$ cat src/rtl/d_pmp_seq.sv
// d_pmp_seq: multi-cycle PMP load/store checker sharing one comparator and one rule across entries.
// Optional one-entry result cache enabled by defining D_PMP_RESULT_CACHE_EN.
module d_pmp_rule #(
    parameter int ENABLE_SMEPMP = 1
) (
    input  logic m_mode_i,
    input  logic mml_i,
    input  logic l_i,
    input  logic r_i,
    input  logic w_i,
    input  logic x_i,
    output logic rd_o,
    output logic wr_o
);
    logic mml, owner, shared;
    always_comb begin
        mml    = (ENABLE_SMEPMP != 0) & mml_i;
        owner  = l_i ? m_mode_i : ~m_mode_i;
        shared = ~r_i & w_i;
        // MML: W-without-R encodes shared regions; L selects M-only vs S/U-only otherwise
        rd_o = !mml ? ((~l_i & m_mode_i) | r_i) :
               shared ? (l_i ? (x_i & m_mode_i) : 1'b1) :
               (l_i & r_i & w_i & x_i) ? 1'b1 : owner & r_i;
        wr_o = !mml ? ((~l_i & m_mode_i) | w_i) :
               shared ? (~l_i & (x_i | m_mode_i)) :
               (l_i & r_i & w_i & x_i) ? 1'b0 : owner & w_i;
    end
endmodule

module d_pmp_seq #(
    parameter int PMP_ENTRIES   = 8,
    parameter int ENABLE_SMEPMP = 1
) (
    input  logic                      cpu_clock_i,
    input  logic                      cpu_reset_i,
    input  logic                      req_valid_i,
    output logic                      req_ready_o,
    input  logic [31:0]               req_addr_i,
    input  logic                      req_write_i,
    input  logic                      req_mmode_i,
    input  logic                      mml_i,
    input  logic                      mmwp_i,
    input  logic [8*PMP_ENTRIES-1:0]  pmpcfg_i,
    input  logic [30*PMP_ENTRIES-1:0] pmpaddr_i,
    input  logic                      csr_write_i,
    input  logic                      flush_i,
    output logic                      resp_valid_o,
    output logic                      resp_allow_o,
    output logic                      resp_match_o,
    output logic [3:0]                resp_index_o
);
    typedef enum logic [1:0] {IDLE, CHECK, RESP} state_t;
    state_t      state_q;
    logic [3:0]  idx_q, index_q;
    logic [29:0] addr_q;
    logic        write_q, mmode_q, mml_q, mmwp_q, allow_q, match_q;
    logic [29:0] pa [16];
    logic [7:0]  pc [16];
    logic [29:0] upper, lower, napot_mask;
    logic [7:0]  cfg;
    logic        hit, last, rd, wr, allow_now, dflt, done, accept;
    logic        c_hit, c_allow, c_match;
    logic [3:0]  c_index;
    logic        unused_ok;

    // pad to 16 entries so a 4-bit index never selects outside the arrays
    for (genvar g = 0; g < 16; g++) begin : g_ent
        if (g < PMP_ENTRIES) begin : g_on
            assign pa[g] = pmpaddr_i[30*g +: 30];
            assign pc[g] = pmpcfg_i[8*g +: 8];
        end else begin : g_off
            assign pa[g] = '0;
            assign pc[g] = '0;
        end
    end

    always_comb begin
        cfg        = pc[idx_q];
        upper      = pa[idx_q];
        lower      = idx_q == 4'd0 ? '0 : pa[idx_q - 4'd1];
        napot_mask = ~(upper ^ (upper + 30'd1));
        hit        = cfg[4:3] == 2'd1 ? (lower <= addr_q && addr_q < upper) :
                     cfg[4:3] == 2'd2 ? addr_q == upper :
                     cfg[4:3] == 2'd3 ? ((addr_q ^ upper) & napot_mask) == '0 : 1'b0;
        last       = idx_q == 4'(PMP_ENTRIES - 1);
        dflt       = mmode_q & ~(mmwp_q & (ENABLE_SMEPMP != 0));
        allow_now  = hit ? (write_q ? wr : rd) : dflt;
        done       = state_q == CHECK && !flush_i && !csr_write_i && (hit || last);
        accept     = req_valid_i & req_ready_o & ~flush_i;
    end

    d_pmp_rule #(.ENABLE_SMEPMP(ENABLE_SMEPMP)) u_rule (
        .m_mode_i(mmode_q),
        .mml_i   (mml_q),
        .l_i     (cfg[7]),
        .r_i     (cfg[0]),
        .w_i     (cfg[1]),
        .x_i     (cfg[2]),
        .rd_o    (rd),
        .wr_o    (wr)
    );

`ifdef D_PMP_RESULT_CACHE_EN
    logic        c_valid_q, c_allow_q, c_match_q;
    logic [33:0] c_tag_q;
    logic [3:0]  c_index_q;
    assign c_hit   = c_valid_q & ~csr_write_i &
                     (c_tag_q == {req_addr_i[31:2], req_write_i, req_mmode_i, mml_i, mmwp_i});
    assign c_allow = c_allow_q;
    assign c_match = c_match_q;
    assign c_index = c_index_q;
    always_ff @(posedge cpu_clock_i) begin
        if (cpu_reset_i || csr_write_i) begin
            c_valid_q <= 1'b0;
        end else if (done) begin
            c_valid_q <= 1'b1;
            c_tag_q   <= {addr_q, write_q, mmode_q, mml_q, mmwp_q};
            c_allow_q <= allow_now;
            c_match_q <= hit;
            c_index_q <= hit ? idx_q : 4'd0;
        end
    end
`else
    assign c_hit   = 1'b0;
    assign c_allow = 1'b0;
    assign c_match = 1'b0;
    assign c_index = '0;
`endif

    always_ff @(posedge cpu_clock_i) begin
        if (cpu_reset_i) begin
            state_q <= IDLE;
            idx_q   <= '0;
            addr_q  <= '0;
            write_q <= 1'b0;
            mmode_q <= 1'b0;
            mml_q   <= 1'b0;
            mmwp_q  <= 1'b0;
            allow_q <= 1'b0;
            match_q <= 1'b0;
            index_q <= '0;
        end else begin
            case (state_q)
                IDLE: if (accept) begin
                    addr_q  <= req_addr_i[31:2];
                    write_q <= req_write_i;
                    mmode_q <= req_mmode_i;
                    mml_q   <= mml_i;
                    mmwp_q  <= mmwp_i;
                    idx_q   <= '0;
                    state_q <= c_hit ? RESP : CHECK;
                    if (c_hit) begin
                        allow_q <= c_allow;
                        match_q <= c_match;
                        index_q <= c_index;
                    end
                end
                CHECK: if (flush_i) begin
                    state_q <= IDLE;
                end else if (csr_write_i) begin
                    idx_q <= '0;
                end else if (done) begin
                    state_q <= RESP;
                    allow_q <= allow_now;
                    match_q <= hit;
                    index_q <= hit ? idx_q : 4'd0;
                end else begin
                    idx_q <= idx_q + 4'd1;
                end
                default: state_q <= IDLE;
            endcase
        end
    end

    assign req_ready_o  = state_q == IDLE;
    assign resp_valid_o = state_q == RESP && !flush_i;
    assign resp_allow_o = allow_q;
    assign resp_match_o = match_q;
    assign resp_index_o = index_q;
    assign unused_ok    = ^{req_addr_i[1:0], cfg[6:5]};
endmodule
$ cat config.mk
export PLATFORM = sky130hd
export DESIGN_NAME = d_pmp_seq
export DESIGN_NICKNAME = d
export VERILOG_FILES = /design/src/rtl/d_pmp_seq.sv
export SDC_FILE = /design/constraint.sdc
export NUM_CORES = 1
export LEC_CHECK = 0
export CAP_MARGIN = 10
export CELL_PAD_IN_SITES_DETAIL_PLACEMENT = 2
export CELL_PAD_IN_SITES_GLOBAL_PLACEMENT = 2
export CORE_ASPECT_RATIO = 0.9
export CORE_UTILIZATION = 23
export CTS_CLUSTER_SIZE = 10
export DETAILED_ROUTE_END_ITERATION = 10
export PLACE_DENSITY_LB_ADDON = 0.1
export SLEW_MARGIN = 30
export SYNTH_ARGS = -nofsm -noshare
export SYNTH_HDL_FRONTEND = slang
export SYNTH_SLANG_ARGS = --single-unit
$ cat constraint.sdc
create_clock -name cpu_clock_i -period 6.2 [get_ports cpu_clock_i]
set_input_delay 1.24 -clock cpu_clock_i [delete_from_list [all_inputs] [get_ports cpu_clock_i]]
set_output_delay 1.24 -clock cpu_clock_i [all_outputs]
set_load 0.01 [all_outputs]
==> results of run 1 <==
[layout by cell type, fill, tap and decap left out, types with 3 or more instances in the layout]
| cell type | instances |
|---|---|
| a211oi_1 | 5 |
| a21o_1 | 27 |
| a21oi_1 | 94 |
| a221oi_1 | 3 |
| a22o_1 | 3 |
| a22oi_1 | 4 |
| a31oi_1 | 11 |
| a41o_1 | 3 |
| a41oi_1 | 4 |
| and2_1 | 7 |
| and3_2 | 3 |
| buf_12 | 7 |
| buf_4 | 23 |
| clkbuf_16 | 5 |
| clkdlybuf4s50_1 | 334 |
| dfxtp_1 | 42 |
| ha_1 | 63 |
| inv_1 | 48 |
| mux2i_1 | 21 |
| mux4_1 | 16 |
| mux4_2 | 107 |
| nand2_1 | 205 |
| nand2b_1 | 3 |
| nand3_1 | 18 |
| nand4_1 | 16 |
| nand4b_1 | 6 |
| nor2_1 | 33 |
| nor2b_1 | 7 |
| nor3_1 | 8 |
| nor4_1 | 3 |
| nor4b_2 | 3 |
| o211ai_1 | 11 |
| o21a_1 | 3 |
| o21ai_0 | 23 |
| o22ai_1 | 3 |
| or2_2 | 8 |
| or4_1 | 3 |
[registers in the layout, summed over array words and instances, names as in the netlist]
| name | flops |
|---|---|
| addr_q | 30 |
| idx_q | 4 |
| mml_q | 1 |
| mmode_q | 1 |
| mmwp_q | 1 |
| resp_allow_o | 1 |
| resp_index_o | 4 |
| resp_match_o | 1 |
| state_q | 2 |
| write_q | 1 |
[power by group through the flow]
stage | logic [W] | clock network, W | registers, W
5_1_grt | 0.000621 | 0.000338 | 0.000325
3_5_place_dp | 0.000576 | 0 | 0.000330
2_1_floorplan | 0.000248 | 0 | 0.000320
6_report | 0.000575 | 0.000319 | 0.000324
4_1_cts | 0.000578 | 0.000330 | 0.000324
3_3_place_gp | 0.000564 | 0 | 0.000330
[metrics by stage]
step / cells / area (um2)
global placement: 1716 / 12400
finish: 1725 / 12600
CTS: 1724 / 12600
detailed placement: 1716 / 12400
global route: 1725 / 12600
floorplan: 947 / 8550
[final cells by class]
class,count,area (um2),area share
well taps,476,596,0.0473
flip-flops and latches,46,931,0.0739
multi-input cells,782,7070,0.561
clock buffers,5,125,0.00993
diodes,1,2.50,0.000199
repair buffers,364,3660,0.290
inverters,48,180,0.0143
clock inverters,3,43.8,0.00347
[synth_stat cells, types with 3 or more instances]
cell type / number / share of area
or4_1: 3 / 0.0026
a211oi_1: 5 / 0.0044
a21o_1: 27 / 0.024
a22oi_1: 4 / 0.0035
o21a_1: 3 / 0.0026
ha_1: 64 / 0.094
nor2_1: 33 / 0.014
clkbuf_1: 37 / 0.016
nor2b_1: 7 / 0.0051
buf_6: 12 / 0.016
mux4_2: 107 / 0.28
nor4_1: 3 / 0.0022
nand4b_1: 6 / 0.0061
o21ai_0: 23 / 0.013
nand4_1: 16 / 0.012
mux2i_1: 21 / 0.025
dfxtp_1: 46 / 0.11
inv_1: 48 / 0.021
buf_1: 11 / 0.0048
a41oi_1: 5 / 0.0051
nand3_1: 18 / 0.011
o211ai_1: 11 / 0.0097
buf_2: 6 / 0.0035
a22o_1: 3 / 0.0031
a221oi_1: 3 / 0.0031
and2_1: 7 / 0.0051
nor3_1: 8 / 0.0047
nand2_1: 205 / 0.090
and3_2: 3 / 0.0026
a41o_1: 3 / 0.0035
mux4_1: 16 / 0.049
nand2b_1: 3 / 0.0022
o22ai_1: 3 / 0.0022
or2_2: 8 / 0.0059
a31oi_1: 11 / 0.0080
a21oi_1: 94 / 0.055
[final timing paths]
kind,start,endpoint,cells past startpoint,slack (ns)
max,pmpaddr_i[186],resp_allow_o$_SDFFE_PP0P_,13,0.56
min,resp_match_o$_SDFFE_PP0P_,resp_match_o$_SDFFE_PP0P_,1,0.47
max reg2reg,idx_q[2]$_SDFFE_PP0P_,resp_allow_o$_SDFFE_PP0P_,17,0.67
min reg2reg,resp_match_o$_SDFFE_PP0P_,resp_match_o$_SDFFE_PP0P_,1,0.47
[kinds of logic after synthesis]
group	Yosys count	share of synthesized area
AND/OR/NAND/NOR	341	0.190
multiplexers	147	0.361
flip-flops	46	0.108
adder cells (fa/ha/maj)	64	0.0936
AO/OA/AOI/OAI	227	0.174
XOR/XNOR	3	0.00307
buffers and inverters	119	0.0704
[per-layer routing]
layer	part of all wire	vias to the layer above	GRT usage	routed length (um)
met4	0.0094	2	0.0359	414
met2	0.44	232	0.361	19600
met3	0.050	19	0.0333	2220
met1	0.50	4706	0.344	21800
li1	-	4257	-	-
met5	0.00030	-	0	13
==> results.json, run 1 <==
{
  "cpPeakStageDelay_ns": 0.79,
  "htreeDepth": 2,
  "path_delay_family": "compound AO/OA/AOI/OAI gates",
  "drcViolationCount": 0,
  "globalplace.congestion": 0.840,
  "cts_buffer_depth": 2,
  "layout.nets": 1656,
  "grt-ovfl-total": 0,
  "pwr-share-seq": 0.266,
  "postCtsResizedCells": 0,
  "finalSetupTns_ns": 0,
  "cts-root-buf": "clkbuf_16",
  "cts_buffers": 5,
  "path_clk_slew_ns": 0.07,
  "final_util": 0.346,
  "ys_seq_elements": 46,
  "critPathArrivalTime_ns": 5.84,
  "cts_tree": "yes",
  "totalWireLength_um": 44100,
  "syn_nets": 1356,
  "clockPowerShare": 0.262,
  "p_comb_frac": 0.472,
  "synth_flop_cell": "dfxtp_1",
  "worstSetupPathType": "in -> reg",
  "synth_area_per_cell_um2": 9.03,
  "finalSetupViolations": 0,
  "clock_latency_ns": 0.30,
  "io_pins": 353,
  "crit_fanout": 6,
  "syn_inst": 947,
  "grt_max_degree": 79,
  "max_slew_margin": 0.345,
  "std_cell_rows": 66,
  "grt_first_pass_wirelength_um": 65300,
  "skew_ns": 0.0119,
  "path_cells": "clkdlybuf4s50_1 > mux4_1 > o21ai_0 > ha_1 > o2111ai_1 > a31oi_1 > o41ai_1 > o21ai_0 > or4_1 > or4_4 > nand3_4 > a21oi_2 > a22o_1",
  "yosysWarnings": 0,
  "hpwl_um": 37300,
  "ys_seq_area_frac": 0.108,
  "post_route_cells_drive_above_1_share": 0.155,
  "power-per-cell-area_mw_per_mm2": 96.6,
  "fmax_mhz": 177,
  "finalCritPeriodShare": 0.909,
  "design_power_total_w": 0.00122,
  "dr.pass1.iters": 4,
  "numPortBuffers": 334,
  "synth.distinct_cells": 88,
  "antenna_found_initial": 2,
  "rsz0062_at_grt": "no",
  "period_minus_slack_ns": 5.64,
  "track_usage": 0.233,
  "critical-path-slowest-cell": "o21ai_0",
  "startpoint_type": "primary input",
  "synth-edff-count": 0,
  "ant_nets": 0,
  "cts_hold_buf": 0,
  "sw_frac_of_total": 0.315,
  "wl_per_cell_um": 25.5,
  "start_util": 0.235,
  "total_switching_power_w": 0.000383,
  "die_w_um": 205,
  "critPathBufInv": 1,
  "cp.required_ns": 6.40,
  "avgViaCountPerCell": 5.34,
  "cts_setup_buffers": 0,
  "dpl_worst_slack_ns": 0.298,
  "ir_drop_v": 0.0000879,
  "slew_violations": 0,
  "worst_pin_slew_ns": 0.973,
  "whs_ns": 0.472,
  "worstHoldPathType": "reg -> reg",
  "syn_area_mm2": 0.00855,
  "cts.sink_count": 46,
  "drtIter0Drc": 433,
  "status": "complete, no violations",
  "synthToLayoutAreaGrowth_pct": 47.4,
  "crit_path_end_kind": "flip-flop",
  "cpMostUsedCell": "o21ai_0",
  "fillers": 4052,
  "cap_viol_max_count": 0,
  "synthArstFlopShare": 0,
  "setup_ws_ns": 0.561,
  "hold_viol": 0,
  "p_int_w": 0.000834,
  "dieHeight_um": 185,
  "core-area_mm2": 0.0364,
  "power.leakage_nw": 4.55,
  "dieArea_mm2": 0.0380,
  "num_vias": 9216,
  "grt_pass1_vias": 10100
}
Note: power is estimated with default switching activity, not from simulation.
==> run 2, diff against run 1 <==
--- a/config.mk
+++ b/config.mk
@@ -8,10 +8,12 @@
 export CAP_MARGIN = 10
 export CELL_PAD_IN_SITES_DETAIL_PLACEMENT = 2
 export CELL_PAD_IN_SITES_GLOBAL_PLACEMENT = 2
-export CORE_ASPECT_RATIO = 0.9
+export CORE_ASPECT_RATIO = 1.5
 export CORE_UTILIZATION = 23
+export CTS_BUF_LIST = sky130_fd_sc_hd__clkbuf_4
 export CTS_CLUSTER_SIZE = 10
 export DETAILED_ROUTE_END_ITERATION = 10
+export GPL_TIMING_DRIVEN = 0
 export PLACE_DENSITY_LB_ADDON = 0.1
 export SLEW_MARGIN = 30
 export SYNTH_ARGS = -nofsm -noshare
==> run 2 against run 1 <==
Compared with the run above:
- the flow now finishes with violations (design-rule violations)
- power decreased by 8.5%
- via count increased by 7.5%
- register-to-register slack got worse by 0.48 ns
- count of clock-buffer cells in the layout unchanged
- combinational power increased by 4.5%
- sequential share of layout area decreased by 0.18 points
- clock power decreased by 40%
- die area about the same
==> results.json, run 2 (same netlist as run 1, synthesis figures left out) <==
{
  "status": "finished with violations",
  "violations": "design-rule violations",
  "io_pins": 353,
  "drtIter0Drc": 398,
  "worst_pin_slew_ns": 0.858,
  "worstSetupPathType": "reg -> reg",
  "dr.pass1.iters": 8,
  "period_minus_slack_ns": 6.01,
  "globalplace.congestion": 0.896,
  "max_slew_margin": 0.428,
  "worstHoldPathType": "reg -> reg",
  "path_clk_slew_ns": 0.15,
  "grt_first_pass_wirelength_um": 74800,
  "cts_buffer_depth": 2,
  "ir_drop_v": 0.0000774,
  "start_util": 0.233,
  "grt-ovfl-total": 0,
  "num_vias": 9904,
  "largest-register": "addr_q",
  "grt_pass1_vias": 11400,
  "post_route_cells_drive_above_1_share": 0.168,
  "cts-root-buf": "clkbuf_4",
  "finalSetupTns_ns": 0,
  "min_from": "resp_index_o[3]$_SDFFE_PP0P_",
  "design_power_total_w": 0.00111,
  "skew_ns": 0.0188,
  "numPortBuffers": 334,
  "cts.sink_count": 46,
  "startpoint": "idx_q[2]$_SDFFE_PP0P_",
  "final_util": 0.349,
  "largest_reg_flops": 30,
  "rsz0062_at_grt": "no",
  "cts_setup_buffers": 0,
  "grt_max_degree": 29,
  "layout.nets": 1693,
  "cts_tree": "yes",
  "critPathArrivalTime_ns": 6.29,
  "cpPeakStageDelay_ns": 0.58,
  "std_cell_rows": 86,
  "slew_violations": 0,
  "fillers": 4079,
  "path_cells": "clkbuf_8 > clkbuf_1 > clkbuf_2 > buf_6 > xor2_1 > clkbuf_2 > nand2_1 > a21oi_2 > ha_1 > a21o_1 > a21o_1 > a32oi_1 > a31oi_1 > nor4_2 > o21ai_1 > or4_1 > or4_4 > nand3_4 > a21oi_2 > a22o_1",
  "critical-path-slowest-cell": "or4_1",
  "crit_fanout": 10,
  "clock_latency_ns": 0.38,
  "cp.required_ns": 6.48,
  "drcViolationCount": 1,
  "dieArea_mm2": 0.0380,
  "totalWireLength_um": 52000,
  "ant_nets": 0,
  "core-area_mm2": 0.0367,
  "cap_viol_max_count": 0,
  "htreeDepth": 2,
  "die_w_um": 159,
  "finalSetupViolations": 0,
  "track_usage": 0.272,
  "power-per-cell-area_mw_per_mm2": 87.1,
  "wl_per_cell_um": 29.3,
  "hold_viol": 0,
  "finalCritPeriodShare": 0.970,
  "fmax_mhz": 166,
  "cts_buffers": 5,
  "r2r-start": "idx_q[2]$_SDFFE_PP0P_",
  "layout_common_cells": "334 x clkdlybuf4s50_1, 205 x nand2_1, 107 x mux4_2",
  "hpwl_um": 44600,
  "power.leakage_nw": 4.63,
  "antenna_found_initial": 3,
  "whs_ns": 0.489,
  "synthToLayoutAreaGrowth_pct": 49.7,
  "crit_path_end_kind": "flip-flop",
  "dieHeight_um": 238,
  "final_common_cell": "clkdlybuf4s50_1",
  "avgViaCountPerCell": 5.59,
  "startpoint_type": "flip-flop"
}
run 2: path summary, 6_finish.rpt:
kind                                  endpoint  slack, ns  cells past startpoint
setup / recovery     resp_allow_o$_SDFFE_PP0P_       0.19                     20
hold / removal    resp_index_o[3]$_SDFFE_PP0P_       0.49                      1
setup reg to reg     resp_allow_o$_SDFFE_PP0P_       0.19                     20
hold reg to reg   resp_index_o[3]$_SDFFE_PP0P_       0.49                      1
run 2: timing repair:
action                     CTS  global route
pin swaps                    0             1
hold buffers                 0             0
gates resized for setup     61            26
hold endpoints to repair     0             0
setup endpoints to repair   12            12
gates cloned                 0             1
run 2: through the flow:
step                      setup slack [ns]  std cells  cell area, um2
after floorplan                     0.0857        947            8550
after global placement               -2.49       1765           12500
after detailed placement             -2.59       1767           12500
after CTS                           0.0141       1770           12700
after global routing                0.0341       1772           12800
final                                0.187       1772           12800
run 2: routing by layer:
metal | part of all wire | track usage | vias to the layer above | routed length, um
met1 | 0.35 | 0.273 | 5064 | 18000
met4 | 0.053 | 0.128 | 2 | 2780
met3 | 0.042 | 0.0327 | 109 | 2160
li1 | - | - | 4353 | -
met5 | 0.00019 | 0 | - | 10
met2 | 0.56 | 0.549 | 376 | 29100
run 2: critical path, delay by kind of cell (launching register included):
family,cells,cell delay (ns)
buf+inv,5,1.71
flops,1,0.35
xor+xnor,1,0.28
fa+ha+maj,1,0.31
simple gates,5,1.71
compound gates,8,1.56
run 2: power by group:
part | switching [W] | internal, W
Combinational | 0.000261 | 0.000340
Sequential | 0.0000146 | 0.000307
Clock | 0.000107 | 0.0000847
run 2: cell type report:
type | instances | area, um2 | share of cell area
multi-input cells | 782 | 7090 | 0.554
repair buffers | 337 | 3380 | 0.264
flip-flops and latches | 46 | 922 | 0.0721
well taps | 484 | 606 | 0.0473
plain buffers | 64 | 536 | 0.0418
inverters | 48 | 180 | 0.0141
clock inverters | 3 | 45.0 | 0.00352
clock buffers | 5 | 37.5 | 0.00293
diodes | 3 | 7.51 | 0.000587
==> run 3, diff against run 2 <==
--- a/config.mk
+++ b/config.mk
@@ -5,7 +5,7 @@
 export SDC_FILE = /design/constraint.sdc
 export NUM_CORES = 1
 export LEC_CHECK = 0
-export CAP_MARGIN = 10
+export CAP_MARGIN = 20
 export CELL_PAD_IN_SITES_DETAIL_PLACEMENT = 2
 export CELL_PAD_IN_SITES_GLOBAL_PLACEMENT = 2
 export CORE_ASPECT_RATIO = 1.5
==> results of run 3 <==
The final DEF is identical to that of run 2; final timing and power are the same.
